### src/rtl/ram_arbiter_if.sv
// Bundle of the two master request ports and the single-port RAM connection
// used by ram_arbiter.
interface ram_arbiter_if #(
    parameter int Width       = 8,
    parameter int AddressSize = 4
);
    logic                   req0;
    logic                   req1;
    logic                   we0;
    logic                   we1;
    logic [AddressSize-1:0] addr0;
    logic [AddressSize-1:0] addr1;
    logic [Width-1:0]       D0;
    logic [Width-1:0]       D1;
    logic                   ack0;
    logic                   ack1;
    logic [Width-1:0]       Q0;
    logic [Width-1:0]       Q1;
    logic                   busy;
    logic                   ram_we;
    logic [AddressSize-1:0] ram_addr;
    logic [Width-1:0]       ram_D;
    logic [Width-1:0]       ram_Q;

    modport slave (
        input  req0, req1, we0, we1, addr0, addr1, D0, D1, ram_Q,
        output ack0, ack1, Q0, Q1, busy, ram_we, ram_addr, ram_D
    );

    modport master (
        output req0, req1, we0, we1, addr0, addr1, D0, D1, ram_Q,
        input  ack0, ack1, Q0, Q1, busy, ram_we, ram_addr, ram_D
    );
endinterface

### src/rtl/ram_arbiter.sv
// Round-robin arbiter serialising two masters onto one single-port RAM;
// one-cycle ACCESS per transaction, registered read data and ack pulse.
module ram_arbiter #(
    parameter int Width       = 8,
    parameter int AddressSize = 4
) (
    input  logic          clk,
    input  logic          rst,
    ram_arbiter_if.slave  bus
);
    typedef enum logic {IDLE, ACCESS} state_e;

    state_e                 state_q, state_d;
    logic                   prio_q, prio_d;
    logic                   gnt_q, gnt_d;
    logic                   we_l_q, we_l_d;
    logic [AddressSize-1:0] addr_l_q, addr_l_d;
    logic [Width-1:0]       D_l_q, D_l_d;
    logic                   ack0_q, ack0_d;
    logic                   ack1_q, ack1_d;
    logic [Width-1:0]       Q0_q, Q0_d;
    logic [Width-1:0]       Q1_q, Q1_d;
    logic                   el0, el1, win;

    always_comb begin
        state_d  = state_q;
        prio_d   = prio_q;
        gnt_d    = gnt_q;
        we_l_d   = we_l_q;
        addr_l_d = addr_l_q;
        D_l_d    = D_l_q;
        ack0_d   = 1'b0;
        ack1_d   = 1'b0;
        Q0_d     = Q0_q;
        Q1_d     = Q1_q;
        // a master in its ack cycle is not yet a new request
        el0      = bus.req0 & ~ack0_q;
        el1      = bus.req1 & ~ack1_q;
        win      = (el0 & el1) ? prio_q : el1;
        unique case (state_q)
            IDLE: begin
                if (el0 | el1) begin
                    state_d  = ACCESS;
                    gnt_d    = win;
                    prio_d   = ~win;
                    we_l_d   = win ? bus.we1   : bus.we0;
                    addr_l_d = win ? bus.addr1 : bus.addr0;
                    D_l_d    = win ? bus.D1    : bus.D0;
                end
            end
            ACCESS: begin
                state_d = IDLE;
                if (gnt_q) begin
                    ack1_d = 1'b1;
                    if (!we_l_q) Q1_d = bus.ram_Q;
                end else begin
                    ack0_d = 1'b1;
                    if (!we_l_q) Q0_d = bus.ram_Q;
                end
            end
        endcase
    end

    always_ff @(posedge clk) begin
        if (rst) begin
            state_q  <= IDLE;
            prio_q   <= 1'b0;
            gnt_q    <= 1'b0;
            we_l_q   <= 1'b0;
            addr_l_q <= '0;
            D_l_q    <= '0;
            ack0_q   <= 1'b0;
            ack1_q   <= 1'b0;
            Q0_q     <= '0;
            Q1_q     <= '0;
        end else begin
            state_q  <= state_d;
            prio_q   <= prio_d;
            gnt_q    <= gnt_d;
            we_l_q   <= we_l_d;
            addr_l_q <= addr_l_d;
            D_l_q    <= D_l_d;
            ack0_q   <= ack0_d;
            ack1_q   <= ack1_d;
            Q0_q     <= Q0_d;
            Q1_q     <= Q1_d;
        end
    end

    // reset must block an in-flight write immediately
    assign bus.ram_we   = (state_q == ACCESS) & we_l_q & ~rst;
    assign bus.ram_addr = addr_l_q;
    assign bus.ram_D    = D_l_q;
    assign bus.busy     = (state_q == ACCESS);
    assign bus.ack0     = ack0_q;
    assign bus.ack1     = ack1_q;
    assign bus.Q0       = Q0_q;
    assign bus.Q1       = Q1_q;
endmodule

### src/flat_wrapper.sv
// flat-port wrapper written by rule: the top's interface ports become plain ports
module ram_arbiter_flat 
#(
    parameter int Width       = 8,
    parameter int AddressSize = 4
)
  (clk, rst, bus_req0, bus_req1, bus_we0, bus_we1, bus_addr0, bus_addr1, bus_D0, bus_D1, bus_ram_Q, bus_ack0, bus_ack1, bus_Q0, bus_Q1, bus_busy, bus_ram_we, bus_ram_addr, bus_ram_D);
  ram_arbiter_if #(.Width(Width), .AddressSize(AddressSize)) bus_i ();
  input  logic clk;
  input  logic rst;
  input wire logic [$bits(bus_i.req0)-1:0] bus_req0;
  input wire logic [$bits(bus_i.req1)-1:0] bus_req1;
  input wire logic [$bits(bus_i.we0)-1:0] bus_we0;
  input wire logic [$bits(bus_i.we1)-1:0] bus_we1;
  input wire logic [$bits(bus_i.addr0)-1:0] bus_addr0;
  input wire logic [$bits(bus_i.addr1)-1:0] bus_addr1;
  input wire logic [$bits(bus_i.D0)-1:0] bus_D0;
  input wire logic [$bits(bus_i.D1)-1:0] bus_D1;
  input wire logic [$bits(bus_i.ram_Q)-1:0] bus_ram_Q;
  output wire logic [$bits(bus_i.ack0)-1:0] bus_ack0;
  output wire logic [$bits(bus_i.ack1)-1:0] bus_ack1;
  output wire logic [$bits(bus_i.Q0)-1:0] bus_Q0;
  output wire logic [$bits(bus_i.Q1)-1:0] bus_Q1;
  output wire logic [$bits(bus_i.busy)-1:0] bus_busy;
  output wire logic [$bits(bus_i.ram_we)-1:0] bus_ram_we;
  output wire logic [$bits(bus_i.ram_addr)-1:0] bus_ram_addr;
  output wire logic [$bits(bus_i.ram_D)-1:0] bus_ram_D;
  assign bus_i.req0 = bus_req0;
  assign bus_i.req1 = bus_req1;
  assign bus_i.we0 = bus_we0;
  assign bus_i.we1 = bus_we1;
  assign bus_i.addr0 = bus_addr0;
  assign bus_i.addr1 = bus_addr1;
  assign bus_i.D0 = bus_D0;
  assign bus_i.D1 = bus_D1;
  assign bus_i.ram_Q = bus_ram_Q;
  assign bus_ack0 = bus_i.ack0;
  assign bus_ack1 = bus_i.ack1;
  assign bus_Q0 = bus_i.Q0;
  assign bus_Q1 = bus_i.Q1;
  assign bus_busy = bus_i.busy;
  assign bus_ram_we = bus_i.ram_we;
  assign bus_ram_addr = bus_i.ram_addr;
  assign bus_ram_D = bus_i.ram_D;
  ram_arbiter #(.Width(Width), .AddressSize(AddressSize)) u_core (.clk(clk), .rst(rst), .bus(bus_i));
endmodule
### config.mk
export PLATFORM = sky130hd
export DESIGN_NAME = ram_arbiter_flat
export DESIGN_NICKNAME = d
export VERILOG_FILES = /design/src/rtl/ram_arbiter_if.sv /design/src/rtl/ram_arbiter.sv /design/src/flat_wrapper.sv
export SDC_FILE = /design/constraint.sdc
export NUM_CORES = 1
export LEC_CHECK = 0
export ABC_AREA = 1
export ABC_CLOCK_PERIOD_IN_PS = 2700
export CAP_MARGIN = 25
export CORE_MARGIN = 5
export CORE_UTILIZATION = 45
export CTS_BUF_LIST = sky130_fd_sc_hd__clkbuf_4
export DETAILED_ROUTE_END_ITERATION = 10
export MAX_ROUTING_LAYER = met4
export PLACE_DENSITY = 0.94
export SYNTH_ARGS = -nofsm -noshare
export SYNTH_HDL_FRONTEND = slang
export SYNTH_SLANG_ARGS = --single-unit
### constraint.sdc
create_clock -name clk -period 2.7 [get_ports clk]
set_input_delay 0.81 -clock clk [delete_from_list [all_inputs] [get_ports clk]]
set_output_delay 0.81 -clock clk [all_outputs]
set_load 0.01 [all_outputs]
==> results_dict.tcl, run 1 <==
set metrics [dict create \
    max_stage_delay_ns 0.41 \
    ys_types 18 \
    antennaDiodeCount 0 \
    path_class "input port to primary output" \
    slew_headroom_pct 67.3 \
    worstPathCellList "clkdlybuf4s50_1 > inv_1 > nand2_1 > nor2_1 > dlygate4sd2_1" \
    wl_per_cell_um 11.4 \
    yosys_warnings 0 \
    drive_gt1_share_pct 6.83 \
    final_common_cell "clkdlybuf4s50_1" \
    drc 0 \
    syn_inst 222 \
    path_max_fanout 2 \
    num_rows 21 \
    cp.arrival_ns 1.78 \
    drt_iter0_markers 79 \
    ios 70 \
    cp-end-kind "primary output" \
    grt-ovfl-total 0 \
    cp_data_required_time_ns 1.89 \
    finClkSkew_ns 0.00270 \
    area_growth_pct 51.8 \
    port_buffers 69 \
    cp_top_family "buffers and inverters" \
    cts.sinks 34 \
    fin_hold_ws_ns 0.475 \
    vias 1589 \
    die_y_um 68.0 \
    vias_per_cell 4.69 \
    synth_seq_cells 34 \
    ir_drop_mv 0.257 \
    mostFrequentLayoutCells "clkdlybuf4s50_1, nor2_1, nand2_1, dfxtp_1, inv_1" \
    cts.clk_slew.worst_paths_ns 0.10 \
    rsz0062_at_grt "no" \
    hold_path.class "flip-flop to flip-flop" \
    final_cell_area_um2 2300 \
    clk_latency_ns 0.32 \
    min_period_ns 2.59 \
    powerDensity_nw_per_um2 493 \
    grt_pass1_wl_mm 6.51 \
    netlist_area_um2 1510 \
    dieArea_um2 4620 \
    slew_viol_final 0 \
    path_buf_inv 3 \
    slowest_stage "clkdlybuf4s50_1" \
    routed_wl_mm 3.88 \
    yosys.area.top_type_share_pct 45.0 \
    cts-root-buf "clkbuf_4" \
    drtPass1Iterations 4 \
    htree_levels 2 \
    die_x_um 68.0 \
    hold_viol 0 \
    yosysSeqAreaShare_pct 45.0 \
    clock_path_buffers 2 \
    antenna_found_initial 0 \
    grt_pass1_vias 1593 \
    coreArea_um2 3280 \
    initial_core_util_pct 46.1 \
    place_hpwl_mm 2.95 \
    numCtsBuffers 5 \
    start_kind "input port" \
    finalSetupViolCount 0 \
    fmax_mhz 387 \
    grt_max_degree 31 \
    place.gp.congestion 0.768 \
    cts_tree "done" \
    cts_setup_buffers 0 \
    grt.total_usage_pct 19.3 \
    antenna_left 0 \
    ys_top_cells_by_area "dfxtp_1, nor2_1, nand2_1, o21ai_0, a21boi_0" \
    max_slew.worst_pin.slew_ns 0.490 \
    period_share_pct 95.8 \
    status "completed" \
    leakage_nw 1.00 \
    fin_util_pct 69.9 \
    avgSynthCellArea_um2 6.81 \
    max_cap_viol_count 0 \
    syn_nets 260 \
    yosysTopAreaCell "dfxtp_1" \
    post_dp_cell_area_um2 2250 \
    fin_nets 331 \
]
routing by layer:
layer | wire length (µm) | share of wire (%) | track usage, %
met2 | 1870 | 48 | 34.4
met1 | 1600 | 41 | 19.0
met3 | 381 | 9.8 | 6.90
met5 | 0 | 0 | -
met4 | 35 | 0.90 | 7.69
metrics by stage:
step                total power (W)  worst slack [ns]  setup TNS (ns)  cells
floorplan                  0.000731             0.756               0    222
global placement           0.000883           -0.0783         -0.0783    332
global route                0.00121            0.0286               0    339
finish                      0.00113             0.113               0    339
CTS                         0.00115             0.101               0    339
detailed placement         0.000893            -0.170          -0.170    332
worst register-to-register path, delay by kind of cell (launching register included):
family,cells,cell delay (ns)
and+or+nand+nor,3,0.55
DFF,1,0.33
AOI/OAI and AO/OA,1,0.33
buffers and inverters,1,0.06
kinds of logic (layout without fill, tap and decap cells):
group                  count (synthesis)  after routing  synth area share [%]
and+or+nand+nor                      125            125                  33.8
AOI/OAI and AO/OA                     32             32                  13.0
buffers and inverters                 31            102                  8.19
DFF                                   34             34                  45.0
path summary, 6_finish.rpt:
path                   start                endpoint  slack, ns  cells past startpoint
max                      rst              bus_ram_we       0.11                      5
min reg2reg    u_core.prio_q           u_core.prio_q       0.48                      2
min            u_core.prio_q           u_core.prio_q       0.48                      2
max reg2reg  u_core.bus.ack0  u_core.bus.ram_addr[1]       1.37                      5
sequential cells by signal, summed over array words and instances, names as in the netlist:
name	cells
u_core.bus.Q0	8
u_core.bus.Q1	8
u_core.we_l_q	1
u_core.bus.ack1	1
u_core.bus.busy	1
u_core.bus.ram_D	8
u_core.prio_q	1
u_core.bus.ack0	1
u_core.bus.ram_addr	4
u_core.gnt_q	1
Yosys cell counts:
cell type,n
clkbuf_1,2
a21oi_2,1
inv_1,18
nor3_4,1
a21oi_1,2
nand2_1,44
nor2_1,62
o21ai_0,16
buf_2,5
dfxtp_1,34
a21boi_1,3
a21boi_0,10
clkbuf_2,1
inv_2,4
nand3_1,15
nand2_2,2
buf_1,1
nand3_2,1
power breakdown:
group	internal, W	leakage (nW)	switching, W
logic	0.000163	0.690	0.000146
registers	0.000544	0.280	0.0000246
clock network	0.0000936	0.0308	0.000160
what timing repair did:
| action | in CTS | in global routing |
|---|---|---|
| resized for setup | 1 | 0 |
| hold buffers | 0 | 0 |
| setup endpoints to repair | 1 | 0 |
layout make-up:
| cell class | instances | area, µm² |
|---|---|---|
| inverter | 22 | 82.6 |
| tap | 46 | 57.6 |
| multi-input combinational | 157 | 708 |
| timing repair buffer | 73 | 719 |
| fill | 296 | 988 |
| clock inverter | 2 | 10.0 |
| clock buffer | 5 | 37.5 |
| sequential | 34 | 681 |
Power figures use the tool's default switching activity.
==> run 2: changes to the inputs <==
CTS_CLUSTER_SIZE = 14   (was unset)
==> results of run 2 <==
The final DEF is identical to that of run 1; final timing and power are the same.
